File: config.mk
export PLATFORM = sky130hd
export DESIGN_NAME = matmul_result_streamer
export DESIGN_NICKNAME = d
export VERILOG_FILES = /design/src/rtl/matmul_result_streamer.sv
export SDC_FILE = /design/constraint.sdc
export NUM_CORES = 1
export LEC_CHECK = 0
export BUFFER_PORTS_ARGS = -buffer_cell sky130_fd_sc_hd__buf_2
export CAP_MARGIN = 0
export CORE_MARGIN = 8
export CORE_UTILIZATION = 50
export DETAILED_ROUTE_END_ITERATION = 12
export PLACE_DENSITY_LB_ADDON = 0.08
export SKIP_LAST_GASP = 1
export SLEW_MARGIN = 20
export SYNTH_ARGS = -nofsm -noshare
export SYNTH_HDL_FRONTEND = slang
export SYNTH_SLANG_ARGS = --single-unit
File: constraint.sdc
create_clock -name clk -period 5.72 [get_ports clk]
set_input_delay 0.572 -clock clk [delete_from_list [all_inputs] [get_ports clk]]
set_output_delay 0.572 -clock clk [all_outputs]
set_load 0.05 [all_outputs]
File: src/rtl/matmul_result_streamer.sv
`default_nettype none
// ============================================================================
// Module      : matmul_result_streamer
// Description : Captures a finished MxN accumulator matrix in one cycle and
//               streams it row-major over an AXI4-Stream master, converting
//               each element from ACC_W to OUT_W (sign-extend, clamp or
//               truncate).
// Revision    : 1.0 - initial release
// ============================================================================
module matmul_result_streamer #(
    parameter int ACC_W = 32,
    parameter int OUT_W = 32,
    parameter int M     = 2,
    parameter int N     = 2,
    parameter int SAT   = 1
) (
    input  logic                    clk,
    input  logic                    rst,
    input  logic                    cap_valid,
    output logic                    cap_ready,
    input  logic signed [ACC_W-1:0] C [M][N],
    output logic [OUT_W-1:0]        m_axis_tdata,
    output logic                    m_axis_tvalid,
    input  logic                    m_axis_tready,
    output logic                    m_axis_tlast,
    output logic                    busy
);

    localparam int c_DEPTH = M * N;
    localparam int c_IDX_W = $clog2(c_DEPTH) + 1;
    localparam int c_SEL_W = (c_DEPTH > 1) ? $clog2(c_DEPTH) : 1;
    localparam logic [c_IDX_W-1:0] c_LAST_IDX = c_IDX_W'(c_DEPTH - 1);

    typedef enum logic [0:0] {
        S_IDLE   = 1'b0,
        S_STREAM = 1'b1
    } state_t;

    state_t                  r_state;
    state_t                  w_state_nxt;
    logic [c_IDX_W-1:0]      r_idx;
    logic [c_IDX_W-1:0]      w_idx_nxt;
    logic signed [ACC_W-1:0] r_buf [c_DEPTH];
    logic signed [ACC_W-1:0] w_sel;
    logic [OUT_W-1:0]        w_conv;
    logic                    w_capture;

    assign w_capture = cap_valid && cap_ready;

    // Snapshot the whole matrix in row-major order so the datapath may clear C
    always_ff @(posedge clk) begin
        if (w_capture) begin
            for (int i = 0; i < M; i++) begin
                for (int j = 0; j < N; j++) begin
                    r_buf[i*N + j] <= C[i][j];
                end
            end
        end
    end

    assign w_sel = r_buf[r_idx[c_SEL_W-1:0]];

    generate
        if (OUT_W >= ACC_W) begin : g_sext
            assign w_conv = OUT_W'(w_sel);
        end else if (SAT != 0) begin : g_sat
            localparam logic signed [ACC_W-1:0] c_MAX =
                {{(ACC_W-OUT_W+1){1'b0}}, {(OUT_W-1){1'b1}}};
            localparam logic signed [ACC_W-1:0] c_MIN =
                {{(ACC_W-OUT_W+1){1'b1}}, {(OUT_W-1){1'b0}}};
            // Clamp out-of-range values to the most positive / negative word
            always_comb begin
                if (w_sel > c_MAX) begin
                    w_conv = c_MAX[OUT_W-1:0];
                end else if (w_sel < c_MIN) begin
                    w_conv = c_MIN[OUT_W-1:0];
                end else begin
                    w_conv = w_sel[OUT_W-1:0];
                end
            end
        end else begin : g_trunc
            assign w_conv = w_sel[OUT_W-1:0];
        end
    endgenerate

    // State and element index registers; reset aborts any stream in flight
    always_ff @(posedge clk) begin
        if (rst) begin
            r_state <= S_IDLE;
            r_idx   <= '0;
        end else begin
            r_state <= w_state_nxt;
            r_idx   <= w_idx_nxt;
        end
    end

    // Next-state logic and stream outputs; idle outputs are all zero
    always_comb begin
        w_state_nxt   = r_state;
        w_idx_nxt     = r_idx;
        cap_ready     = 1'b0;
        busy          = 1'b0;
        m_axis_tvalid = 1'b0;
        m_axis_tlast  = 1'b0;
        m_axis_tdata  = '0;
        case (r_state)
            S_IDLE: begin
                cap_ready = !rst;
                if (cap_valid && !rst) begin
                    w_state_nxt = S_STREAM;
                    w_idx_nxt   = '0;
                end
            end
            S_STREAM: begin
                busy          = 1'b1;
                m_axis_tvalid = 1'b1;
                m_axis_tdata  = w_conv;
                m_axis_tlast  = (r_idx == c_LAST_IDX);
                if (m_axis_tready) begin
                    if (r_idx == c_LAST_IDX) begin
                        w_state_nxt = S_IDLE;
                        w_idx_nxt   = '0;
                    end else begin
                        w_idx_nxt = r_idx + c_IDX_W'(1);
                    end
                end
            end
            default: begin
                w_state_nxt = S_IDLE;
                w_idx_nxt   = '0;
            end
        endcase
    end

`ifndef SYNTHESIS
    a_hold_under_stall: assert property (@(posedge clk) disable iff (rst)
        (m_axis_tvalid && !m_axis_tready) |=>
            ($stable(m_axis_tdata) && $stable(m_axis_tlast)));

    a_ready_busy_excl: assert property (@(posedge clk) !(cap_ready && busy));
`endif

endmodule
`default_nettype wire

==> summary.md <==
| Metric | Value |
|---|---|
| Synth Register Bits | `134` |
| WL per Instance | `18.2 um` |
| Initial Util | `50.5%` |
| Startpoint types | `register` |
| IO Count | `168` |
| Hold Vio Cnt, Final | `0` |
| DRC viols | `0` |
| Drt pass-1 iters | `4` |
| Outcome | `finished clean` |
| Via density | `5.07` |
| Vias in the first global route | `3177` |
| Drt total wl | `10700 um` |
| Synth Warn # | `0` |
| Final global-route overflow total | `0` |
| Max Clock Skew | `0.00642 ns` |
| Setup tns final | `0 ns` |
| Post-CTS setup buffers | `0` |
| Fmax achieved | `333 MHz` |
| Total power | `2.18 mW` |
| Hold Buf Count CTS | `0` |
| Critical path endpoint category | `output port` |
| Most frequent cells after synthesis | `edfxtp_1 (128), mux2i_1 (64), o22ai_1 (32)` |
| Clock buffer depth | `2` |
| First-pass GRT wire length | `15500 um` |
| Mapped Avg Cell Area | `19.2 um^2` |
| N_diodes | `0` |
| Peak VDD IR | `312 uV` |
| Place WS | `2.93 ns` |
| Syn Nets | `398` |
| Count of different cell masters after synthesis | `25` |
| RSZ-0062 raised after global routing | `false` |
| Sink Count | `134` |
| Final period util | `52.6%` |
| Primary FF master, synth | `edfxtp_1` |
| Hold depth | `1` |
| CTS buffer count | `17` |
| Busiest grt layer | `met2` |
| Worst relative slew slack | `61.1%` |
| Layout cell share with drive strength beyond 1 | `43.4%` |
| Count leader, synth | `edfxtp_1` |
| Syn Inst Count | `265` |
| Detailed Route Iter0 Violations | `122` |
| Crit path DAT | `2.43 ns` |
| Max Cap Viol | `0` |
| M2 GR Usage | `26.5%` |
| Pleak | `2.41 nW` |
| Slew Viols, Final | `0` |
| Clock Latency Late Sink | `0.52 ns` |
| Post-synth ARST share | `0%` |
| Area contributors post-synth | `edfxtp_1 (75%), mux2i_1 (13%), o22ai_1 (3.9%)` |
| Placer Congestion | `0.739` |
| Row cnt | `37` |
| Met1 track demand over resource | `17.7%` |
| CTS H-tree depth | `4` |
| M3 GR Usage | `6.21%` |
| Initial antenna violation count | `0` |
| Routed Antenna Nets | `0` |
| Die area | `0.0137 mm^2` |
| Final WS setup | `2.71 ns` |
| GRT Resource Usage Total | `15.9%` |
| Finished Cell Area | `0.00649 mm^2` |
| Hold Path Class | `primary input to register` |
| Root Buffer | `clkbuf_8` |
| Pwr per Cell Area | `337 mW/mm^2` |
| CTS tree | `done` |
| Worst slew pin tran | `0.584 ns` |
| Area leader, netlist | `edfxtp_1` |
| Synth Cell Area | `0.00509 mm^2` |
| FF-to-FF path depth | `4` |
| Area Overhead vs Synth | `27.3%` |
| NumNets Final | `574` |
| Crit path max fanout | `20` |
| Filler Cell Count | `781` |
| Final setup viols | `0` |
| Number of port buffers | `167` |
| Clock transition at path regs | `0.06 ns` |
| Die Width | `117 um` |
| Worst path required time | `5.15 ns` |
| Via Count | `2989` |
| Post-cts resize count | `0` |
| Final HPWL DP | `7270 um` |
| Pin count of the biggest net entering global routing | `92` |
| Post-synth EDFFs | `128` |
| Die Ht | `117 um` |
| Area of placed instances | `0.00596 mm^2` |
| Top-area cell type share of the netlist area | `75.4%` |
| Sequential area share after synthesis | `77.8%` |
| Crit Path Category | `register to output port` |
| Total core area | `0.0101 mm^2` |
| Post-route minimum period | `3.01 ns` |
## cell usage in the layout, fill, tap and decap left out, types with 2 or more instances in the layout
cell | Yosys | layout
clkbuf_16 | 0 | 16
nor2_1 | 2 | 2
o22ai_1 | 32 | 32
clkinv_2 | 0 | 4
mux2i_1 | 64 | 64
buf_4 | 2 | 3
clkinv_1 | 0 | 3
clkbuf_1 | 0 | 8
dfxtp_1 | 6 | 5
edfxtp_1 | 128 | 128
a21oi_1 | 2 | 2
nor2b_1 | 2 | 2
buf_2 | 6 | 167
## logic make-up (layout without fill, tap and decap cells)
| group | Yosys count | in the layout | synth area share (%) |
|---|---|---|---|
| flip-flops | 134 | 134 | 77.8 |
| adder cells (fa/ha/maj) | 1 | 1 | 0.246 |
| buffers and inverters | 16 | 205 | 3.34 |
| AND/OR/NAND/NOR | 13 | 13 | 1.47 |
| AO/OA/AOI/OAI | 37 | 37 | 4.57 |
| multiplexers | 64 | 64 | 12.6 |
## stage by stage
step                utilization (%)  hold WS [ns]  std cells
finish                         64.3         0.226        590
global route                   64.3         0.196        590
CTS                            63.8         0.201        588
detailed placement             59.1         0.477        556
global placement               59.1         0.472        556
floorplan                         -         0.453        265
## per-layer routing
layer / vias to the layer above / share of wire (%)
li1: 1423 / -
met3: 18 / 8.0
met5: - / 0
met2: 115 / 49
met1: 1433 / 41
met4: 0 / 1.7
## layout make-up
| cell class | count | area (um^2) | area share (%) |
|---|---|---|---|
| Clock buffer | 25 | 444 | 6.85 |
| Clock inverter | 7 | 31.3 | 0.482 |
| Inverter | 1 | 3.75 | 0.0579 |
| Multi-Input combinational cell | 115 | 963 | 14.9 |
| Sequential cell | 134 | 3970 | 61.2 |
| Tap cell | 136 | 170 | 2.62 |
| Timing Repair Buffer | 172 | 906 | 14.0 |
## worst max-delay path, cell delays in order (launching register included)
cell and delay (ns):
dfxtp_1 0.55, nand2b_1 0.41, buf_4 0.37, o22ai_1 0.26, buf_2 0.31
## report_power, final
group | total, mW | internal (mW) | switching, mW
clock | 0.876 | 0.523 | 0.353
combinational | 0.177 | 0.0621 | 0.115
sequential | 1.13 | 1.12 | 0.0118
## sequential cells by signal (all words and copies together), names as in the netlist, named ones only
register / cells
r_buf: 128
r_idx: 3
r_state: 1
## path summary, 6_finish.rpt
check,from,to,slack [ns]
min,C[21],r_buf[3][21],0.23
max reg2reg,r_state,r_buf[3][19],3.49
min reg2reg,r_idx[2],r_idx[2],0.49
max,r_state,m_axis_tdata[5],2.71
Power figures use the tool's default switching activity.
